<file path="src/rtl/laser_setup_pkg.sv">
// laser_setup_pkg: shared types and constants for the laser projector setup path.
//   state_e       - alignment sequencer states
//   corner_idx_t  - index of a projection-field corner (0..3)
//   DefaultCoordW - galvo DAC coordinate width, shared with the DAC driver
package laser_setup_pkg;

   localparam int unsigned DefaultCoordW = 12;

   typedef enum logic [2:0] {
      StIdle,
      StSend,
      StDwell,
      StNext,
      StDone
   } state_e;

   typedef logic [1:0] corner_idx_t;

   // Counter width for a count of n, never narrower than one bit.
   function automatic int unsigned cnt_width(int unsigned n);
      return (n > 1) ? $clog2(n) : 1;
   endfunction

endpackage

</file>
<file path="src/rtl/setup_sequencer_if.sv">
// setup_sequencer_if: galvo point handshake between the setup sequencer and the DAC driver.
//   point_x/point_y - galvo codes, stable while point_valid is high
//   point_valid     - point offered, held until accepted
//   point_ready     - DAC driver accepts the point
// master = sequencer side, slave = DAC driver side.
interface setup_sequencer_if #(
   parameter int unsigned COORD_W = laser_setup_pkg::DefaultCoordW
);
   logic [COORD_W-1:0] point_x;
   logic [COORD_W-1:0] point_y;
   logic               point_valid;
   logic               point_ready;

   modport master (output point_x, point_y, point_valid, input point_ready);
   modport slave  (input point_x, point_y, point_valid, output point_ready);
endinterface

</file>
<file path="src/rtl/setup_corner_lut.sv">
// setup_corner_lut: maps a corner index to its (x,y) galvo codes.
//   idx_i - corner index: 0=(XMIN,YMIN) 1=(XMAX,YMIN) 2=(XMAX,YMAX) 3=(XMIN,YMAX)
//   x_o   - X code
//   y_o   - Y code
module setup_corner_lut import laser_setup_pkg::*; #(
   parameter int unsigned COORD_W = DefaultCoordW,
   parameter int unsigned X_MIN   = 0,
   parameter int unsigned X_MAX   = 4095,
   parameter int unsigned Y_MIN   = 0,
   parameter int unsigned Y_MAX   = 4095
) (
   input  corner_idx_t        idx_i,
   output logic [COORD_W-1:0] x_o,
   output logic [COORD_W-1:0] y_o
);

   always_comb begin
      x_o = COORD_W'(X_MIN);
      y_o = COORD_W'(Y_MIN);
      unique case (idx_i)
         2'd0: begin x_o = COORD_W'(X_MIN); y_o = COORD_W'(Y_MIN); end
         2'd1: begin x_o = COORD_W'(X_MAX); y_o = COORD_W'(Y_MIN); end
         2'd2: begin x_o = COORD_W'(X_MAX); y_o = COORD_W'(Y_MAX); end
         2'd3: begin x_o = COORD_W'(X_MIN); y_o = COORD_W'(Y_MAX); end
      endcase
   end

endmodule

</file>
<file path="src/rtl/setup_sequencer.sv">
// setup_sequencer: runs the projector alignment pattern after power-up.
// On a rising edge of setup_start, visits the four field corners LOOPS times, offering each
// point to the galvo DAC driver and dwelling DWELL_CYCLES cycles with the laser on, then
// pulses setup_done for one cycle. All outputs are registered.
//   clk         - system clock
//   reset_n     - asynchronous active-low reset
//   setup_start - start request from the setup timer (rising edge)
//   setup_abort - abort request, present only when SETUP_ABORT_EN is defined
//   pt          - galvo point handshake (master side)
//   laser_on    - laser enable, high only while dwelling
//   busy        - high from start detection until done
//   setup_done  - one-cycle completion pulse
module setup_sequencer import laser_setup_pkg::*; #(
   parameter int unsigned COORD_W      = DefaultCoordW,
   parameter int unsigned X_MIN        = 0,
   parameter int unsigned X_MAX        = 4095,
   parameter int unsigned Y_MIN        = 0,
   parameter int unsigned Y_MAX        = 4095,
   parameter int unsigned DWELL_CYCLES = 2_700_000,
   parameter int unsigned LOOPS        = 4
) (
   input  logic              clk,
   input  logic              reset_n,
   input  logic              setup_start,
`ifdef SETUP_ABORT_EN
   input  logic              setup_abort,
`endif
   setup_sequencer_if.master pt,
   output logic              laser_on,
   output logic              busy,
   output logic              setup_done
);

   localparam int unsigned       CntW      = cnt_width(DWELL_CYCLES);
   localparam int unsigned       LoopW     = cnt_width(LOOPS);
   localparam logic [CntW-1:0]   DwellLast = CntW'(DWELL_CYCLES - 1);
   localparam logic [LoopW-1:0]  LoopLast  = LoopW'(LOOPS - 1);

   state_e             state_q, state_d;
   corner_idx_t        corner_q, corner_d;
   logic [LoopW-1:0]   loop_q, loop_d;
   logic [CntW-1:0]    cnt_q, cnt_d;
   logic               start_q;
   logic               start_fire;
   logic               abort;
   logic [COORD_W-1:0] lut_x, lut_y;
   logic [COORD_W-1:0] x_q, x_d, y_q, y_d;
   logic               valid_q, valid_d;
   logic               laser_q, laser_d;
   logic               busy_q, busy_d;
   logic               done_q, done_d;

   assign start_fire = setup_start & ~start_q;

`ifdef SETUP_ABORT_EN
   assign abort = setup_abort & (state_q != StIdle);
`else
   assign abort = 1'b0;
`endif

   // Looks up the corner being entered so the registered coordinates line up with the state.
   setup_corner_lut #(
      .COORD_W (COORD_W),
      .X_MIN   (X_MIN),
      .X_MAX   (X_MAX),
      .Y_MIN   (Y_MIN),
      .Y_MAX   (Y_MAX)
   ) u_lut (
      .idx_i (corner_d),
      .x_o   (lut_x),
      .y_o   (lut_y)
   );

   always_comb begin
      state_d  = state_q;
      corner_d = corner_q;
      loop_d   = loop_q;
      cnt_d    = cnt_q;

      unique case (state_q)
         StIdle: begin
            if (start_fire) begin
               state_d  = StSend;
               corner_d = '0;
               loop_d   = '0;
            end
         end
         StSend: begin
            // point_valid is high exactly in this state, so ready alone marks the transfer
            if (pt.point_ready) begin
               state_d = StDwell;
               cnt_d   = DwellLast;
            end
         end
         StDwell: begin
            if (cnt_q == '0) state_d = StNext;
            else             cnt_d   = cnt_q - 1'b1;
         end
         StNext: begin
            if (corner_q == 2'd3 && loop_q == LoopLast) begin
               state_d = StDone;
            end else begin
               state_d  = StSend;
               corner_d = corner_q + 2'd1;
               if (corner_q == 2'd3) loop_d = loop_q + 1'b1;
            end
         end
         StDone: begin
            state_d  = StIdle;
            corner_d = '0;
            loop_d   = '0;
         end
         default: state_d = StIdle;
      endcase

      if (abort) begin
         state_d  = StIdle;
         corner_d = '0;
         loop_d   = '0;
         cnt_d    = '0;
      end

      // Outputs are decoded from the next state and registered alongside it.
      busy_d  = (state_d != StIdle);
      valid_d = (state_d == StSend);
      laser_d = (state_d == StDwell);
      done_d  = (state_d == StDone);
      if (state_d inside {StSend, StDwell, StNext}) begin
         x_d = lut_x;
         y_d = lut_y;
      end else begin
         x_d = '0;
         y_d = '0;
      end
   end

   always_ff @(posedge clk or negedge reset_n) begin
      if (!reset_n) begin
         state_q  <= StIdle;
         corner_q <= '0;
         loop_q   <= '0;
         cnt_q    <= '0;
         start_q  <= 1'b0;
         x_q      <= '0;
         y_q      <= '0;
         valid_q  <= 1'b0;
         laser_q  <= 1'b0;
         busy_q   <= 1'b0;
         done_q   <= 1'b0;
      end else begin
         state_q  <= state_d;
         corner_q <= corner_d;
         loop_q   <= loop_d;
         cnt_q    <= cnt_d;
         start_q  <= setup_start;
         x_q      <= x_d;
         y_q      <= y_d;
         valid_q  <= valid_d;
         laser_q  <= laser_d;
         busy_q   <= busy_d;
         done_q   <= done_d;
      end
   end

   assign pt.point_x     = x_q;
   assign pt.point_y     = y_q;
   assign pt.point_valid = valid_q;
   assign laser_on       = laser_q;
   assign busy           = busy_q;
   assign setup_done     = done_q;

endmodule

</file>
<file path="src/flat_wrapper.sv">
// flat-port wrapper written by rule: the top's interface ports become plain ports
module setup_sequencer_flat import laser_setup_pkg::*;
#(
   parameter int unsigned COORD_W      = DefaultCoordW,
   parameter int unsigned X_MIN        = 0,
   parameter int unsigned X_MAX        = 4095,
   parameter int unsigned Y_MIN        = 0,
   parameter int unsigned Y_MAX        = 4095,
   parameter int unsigned DWELL_CYCLES = 2_700_000,
   parameter int unsigned LOOPS        = 4
)
  (clk, reset_n, setup_start, laser_on, busy, setup_done, pt_point_x, pt_point_y, pt_point_valid, pt_point_ready);
  setup_sequencer_if #(.COORD_W(COORD_W)) pt_i ();
  input  logic clk;
  input  logic reset_n;
  input  logic setup_start;
  output logic laser_on;
  output logic busy;
  output logic setup_done;
  output wire logic [$bits(pt_i.point_x)-1:0] pt_point_x;
  output wire logic [$bits(pt_i.point_y)-1:0] pt_point_y;
  output wire logic [$bits(pt_i.point_valid)-1:0] pt_point_valid;
  input wire logic [$bits(pt_i.point_ready)-1:0] pt_point_ready;
  assign pt_point_x = pt_i.point_x;
  assign pt_point_y = pt_i.point_y;
  assign pt_point_valid = pt_i.point_valid;
  assign pt_i.point_ready = pt_point_ready;
  setup_sequencer #(.COORD_W(COORD_W), .X_MIN(X_MIN), .X_MAX(X_MAX), .Y_MIN(Y_MIN), .Y_MAX(Y_MAX), .DWELL_CYCLES(DWELL_CYCLES), .LOOPS(LOOPS)) u_core (.clk(clk), .reset_n(reset_n), .setup_start(setup_start), .pt(pt_i), .laser_on(laser_on), .busy(busy), .setup_done(setup_done));
endmodule
</file>
<file path="config.mk">
export PLATFORM = sky130hd
export DESIGN_NAME = setup_sequencer_flat
export DESIGN_NICKNAME = d
export VERILOG_FILES = /design/src/rtl/laser_setup_pkg.sv /design/src/rtl/setup_sequencer_if.sv /design/src/rtl/setup_corner_lut.sv /design/src/rtl/setup_sequencer.sv /design/src/flat_wrapper.sv
export SDC_FILE = /design/constraint.sdc
export NUM_CORES = 1
export LEC_CHECK = 0
export ABC_CLOCK_PERIOD_IN_PS = 2550
export BUFFER_PORTS_ARGS = -buffer_cell sky130_fd_sc_hd__buf_2
export CAP_MARGIN = 20
export CORE_MARGIN = 2
export CORE_UTILIZATION = 50
export DETAILED_ROUTE_END_ITERATION = 6
export GPL_TIMING_DRIVEN = 1
export PLACE_DENSITY = 0.8
export SYNTH_ARGS = -nofsm -noshare
export SYNTH_HDL_FRONTEND = slang
export SYNTH_SLANG_ARGS = --single-unit
</file>
<file path="constraint.sdc">
create_clock -name clk -period 2.55 [get_ports clk]
set_input_delay 0.255 -clock clk [delete_from_list [all_inputs] [get_ports clk]]
set_output_delay 0.255 -clock clk [all_outputs]
set_load 0.005 [all_outputs]
</file>
======== Word-level counts from Yosys, hierarchy flattened ========
Index checks and enable logic that the tools add are counted.
word-level totals
  register bits ........................... 58
  bits in latches ......................... 0
  memory bits (writable) .................. 0
  ROM bits ................................ 0
  bits of input ports ..................... 4
  memories ................................ 0
cells by class
  add/sub/neg operators ................... 3
  $mul .................................... 0
  div/mod/pow operators ................... 0
  order comparisons ....................... 0
  eq/ne operators ......................... 18
  shifts and indexed selects .............. 0
  multiplexer cells ....................... 19
  bitwise logic cells ..................... 2
  reduce and logical (&&, ||, !) cells .... 14
operators with widths
  operator                                              count
  case mux 12 bit (2 select lines)                      2
  2-to-1 mux 22 bit                                     2
  case mux 22 bit (2 select lines)                      1
  2-to-1 mux 12 bit                                     2
  logical NOT 22 bit                                    1
  subtractor 22 x 1 -> 22 bit (second input constant)   1
  equality test 3 x 2 -> 1 bit (second input constant)  4
  2-to-1 mux 3 bit                                      4
  case mux 2 bit (3 select lines)                       2
  case mux 3 bit (4 select lines)                       1
  2-to-1 mux 2 bit                                      5
  nonzero test 3 bit                                    3
  equality test 2 bit (second input constant)           4
  OR reduction 2 bit                                    4
  equality test 3 x 1 -> 1 bit (second input constant)  2
  equality test 3 bit (second input constant)           2
  != test 2 bit (second input constant)                 3
  adder 2 x 1 -> 2 bit (second input constant)          2
  != test 2 x 1 -> 1 bit (second input constant)        2
  AND reduction 4 bit                                   1
  logical NOT 3 bit                                     1
  AND reduction 3 bit                                   1
  equality test 2 x 1 -> 1 bit (second input constant)  1
  logical NOT 2 bit                                     1
  4 further kinds                                       4

======== Longest topological paths before layout ========
  depth in word-level cells ............... 8
  gate-level depth with buffers ........... 8
  mapped depth without buffers ............ 8

======== Modules after synthesis ========
Synthesis repeated with hierarchy kept, for this count alone.
unflattened totals
  cell total of the unflattened synthesis .. 255
  area total of the unflattened synthesis .. 2710.1 um^2
by module, submodules not included
  module            times used  cells an instance  area an instance (um^2)  seq. area each (um^2)
  setup_sequencer   1           228                2506.2                   1451.4
  setup_corner_lut  1           27                 203.9                    0.0

======== Least setup slack after synthesis ========
Ideal clock, no wire load.
  path kind ............................... reg-to-reg
  start point ............................. reg u_core.cnt_q[0]
  end point ............................... reg u_core.cnt_q[18]
  arrival time ............................ 1.829 ns
  required time ........................... 2.431 ns
  setup slack ............................. 0.602 ns
  cell stages (with the launch flop) ...... 9
  path buffers ............................ 1
  cells stage by stage .................... dfrtp_1 -> inv_1 -> ha_1 -> nor4b_1 -> nor4b_4 -> buf_6 -> nand4_1 -> xnor2_1 -> and2_1
between the ends
  cells in the longest elaborated chain, start to end .. 3
RTL lines
  element                                                                         RTL line                                      text
  start: declaration                                                              setup_sequencer.sv:42                         logic [CntW-1:0] cnt_q, cnt_d;
  start signal: assignment                                                        setup_sequencer.sv:154                        cnt_q <= cnt_d;
  subtractor 22 x 1 -> 22 bit / logical NOT 22 bit (equally long branches)        setup_sequencer.sv:97, setup_sequencer.sv:96
  2-to-1 mux 22 bit / != test 2 bit (equally long branches)                       --
  case mux 22 bit (2 select lines) / AND reduction 3 bit (equally long branches)  --
Several ways; a longest one is shown, not always the timed one. The select of a mux whose other input is x is not followed.
A chain may end at the register's enable or synchronous reset.

======== Worst setup path after layout ========
  start point ............................. reg u_core.cnt_q[0]
  end point ............................... reg u_core.cnt_q[5]
Same word-level chain as after synthesis.

==> qor.yml <==
routing:
  wire_per_inst_um: 13.27
  drt-initial-drc-count: 90
  post-route-drc-count: 0
  drt_pass1_iterations: 4
  routed_via_density: 5.582
  antenna_left: 0
  dr_total_vias: 1468
  totalWireLength_mm: 3.491
grt:
  globalRoute.totalOverflow: 0
  grt_pass1_wl_mm: 5.796
  grt_max_degree: 37
  antenna_found_initial: 0
  grt.total_usage_pct: 17.27
  grt_pass1_vias: 1287
sta:
  max_slew_margin_pct: 47.11
  finalWorstSetupSlack_ns: 0.4062
  period_share_pct: 84.07
  final_max_slew_viol_count: 0
  setup_viol: 0
  rsz0062_at_grt: "false"
  setup_tns_ns: 0
  worstMarginPinSlew_ns: 0.7933
  hold_viol_final: 0
  max_freq_mhz: 466.5
  min_period_ns: 2.144
  fin_skew_ns: 0.006574
run:
  maxCapViolations: 0
power:
  ir_worst_vdd_mv: 0.3929
  p_leak_nw: 0.9535
  power_density_nw_per_um2: 791.7
final_layout:
  drive_above_1_share_pct: 27.70
  area_growth_pct: 7.540
  insertedDiodeCount: 0
  fin_nets: 222
critical_path:
  r2r_slack_ns: 0.41
  cp-start-kind: "flop"
  crit_type: "flop to flop"
  path_max_fanout: 10
  worstPathArrival_ns: 2.32
  max_stage_delay_ns: 0.38
  rr_worst_depth: 8
  endpoint: "u_core.cnt_q[5]"
  crit_chain: "inv_1 > ha_1 > nor4b_1 > nor4b_4 > buf_4 > a21o_1 > xnor2_1 > and2_1"
  cp-end-kind: "flop"
  cpMaxStageDelayCell: "dfrtp_1"
  timing.critical_path.from: "u_core.cnt_q[0]"
  critPathRequiredTime_ns: 2.73
  reg2reg_from: "u_core.cnt_q[0]"
  r2r-end: "u_core.cnt_q[5]"
floorplanning:
  fp.dieH_um: 67.63
  die_x_um: 67.63
  ioPinCount: 32
  rows: 23
  start_util_pct: 51.35
  dieArea_sq_um: 4574
  coreArea_sq_um: 3943
synth:
  synth_flop_cell: "dfrtp_1"
  synth.most_common_cell: "dfrtp_1"
  syn_area_sq_um: 2024
  seq_area_frac_synth_pct: 44.50
  synth_area_leaders: "dfrtp_1 44%, buf_4 8.2%, ha_1 3.1%"
  yosysWarnings: 0
  syn_nets: 207
  ys_types: 55
  yosysTopAreaCellShare_pct: 44.50
  synth_area_per_cell_sq_um: 10.22
  synthArstFlopShare_pct: 100.0
  synth_area_leader_cell: "dfrtp_1"
  syn_inst: 198
  synth_edf_count: 0
  ys_seq_elements: 36
  synth_common_cells: "36 x dfrtp_1, 22 x buf_4, 16 x nor2_1"
clocking:
  cts_sinks: 36
  cts_tree: "yes"
  root_buffer: "clkbuf_8"
  ctsLongestPathBuffers: 2
  clk_latency_ns: 0.29
  clk_pin_slew_ns: 0.07
  cts-htree-levels: 2
  cts_resized: 0
  cts_made_buffers: 5
min_path:
  hold_path_class: "input port to async pin"
placed_design:
  dp_hpwl_mm: 2.448
  io_buffers: 31
  post-place-ws_ns: 0.2444
  gp_congestion: 0.8313
status:
  status: "complete, no violations"
-- metrics by stage --
stage	utilization, %	total power [mW]	hold WS, ns	std cells	cell area (sq um)
finish	55.22	1.724	0.04459	263	2177
global placement	52.08	1.288	0.3764	254	2053
floorplan	-	1.234	-0.04059	198	2024
detailed placement	52.08	1.307	0.3792	254	2053
CTS	54.52	1.741	0.07327	261	2150
global route	55.22	1.863	0.07597	263	2177
-- cell families after synthesis --
group | Yosys count | synth area share [%]
adder cells (fa/ha/maj) | 5 | 3.090
AND/OR/NAND/NOR | 81 | 24.78
XOR/XNOR | 11 | 4.759
AO/OA/AOI/OAI | 30 | 10.63
buffers and inverters | 33 | 11.19
flip-flops | 36 | 44.50
multiplexers | 2 | 1.051
-- cell usage in the layout (no fill, tap or decap), types with 3 or more instances in the layout --
cell       n
buf_4      3
ha_1       5
dfrtp_1   36
inv_1      6
nor3_1     6
xor2_1     4
nand4_1    4
a211oi_1   4
or3_1      4
o21ai_0    9
xnor2_1    7
nand2b_1   3
nand3_1    8
nor2_1    16
clkbuf_8   7
and2_1     3
or2_2      3
a21oi_1    3
nand2_1   11
buf_2     31
-- registers in the layout, summed over array words and instances (netlist names) --
register / flops
u_core.cnt_q: 22
u_core.state_q: 3
u_core.corner_q: 2
u_core.loop_q: 2
u_core.busy: 1
u_core.laser_on: 1
u_core.pt.point_valid: 1
u_core.pt.point_x: 1
u_core.pt.point_y: 1
u_core.setup_done: 1
u_core.start_q: 1
-- critical path: cells and delay by family, from the launching register on --
kind / cells / cell delay, ns
flip-flops: 1 / 0.38
XOR/XNOR: 1 / 0.10
buffers and inverters: 2 / 0.29
adder cells (fa/ha/maj): 1 / 0.21
AND/OR/NAND/NOR: 3 / 0.79
AO/OA/AOI/OAI: 1 / 0.28
-- worst min-delay path by stage --
stage           startpoint                to  slack (ns)  cells past startpoint
5_1_grt        setup_start    u_core.start_q        0.08                      1
2_1_floorplan      reset_n       u_core.busy       -0.04                      0
3_5_place_dp       reset_n  u_core.cnt_q[20]        0.38                      1
6_report           reset_n  u_core.cnt_q[20]        0.04                      1
4_1_cts            reset_n  u_core.cnt_q[11]        0.07                      1
3_3_place_gp       reset_n  u_core.cnt_q[20]        0.38                      1
-- what timing repair did --
action | 4_1_cts | 5_1_grt
hold buffers | 0 | 0
hold endpoints to repair | 0 | 0
buffers inserted | 0 | 2
endpoints found under the setup margin | 0 | 1
-- per-layer routing --
layer	GRT usage (%)	vias up	wire, um
met1	22.38	717	1658
met3	5.500	6	185
met5	0	-	0
met2	26.72	36	1585
li1	-	709	-
met4	6.888	0	61
-- final cells by class --
type                            count  area, sq um
Inverter                            6        22.52
Tap cell                           50        62.56
Sequential cell                    36        900.9
Clock buffer                        7        96.34
Timing Repair Buffer               35        197.7
Multi-Input combinational cell    129        897.1
Fill cell                         320         1765
-- power by group --
group / internal [mW] / leakage [nW] / switching [mW]
Sequential: 0.670 / 0.429 / 0.0966
Combinational: 0.243 / 0.475 / 0.279
Clock: 0.240 / 0.0503 / 0.194
Total: 1.15 / 0.953 / 0.570
Note: power is estimated with default switching activity, not from simulation.
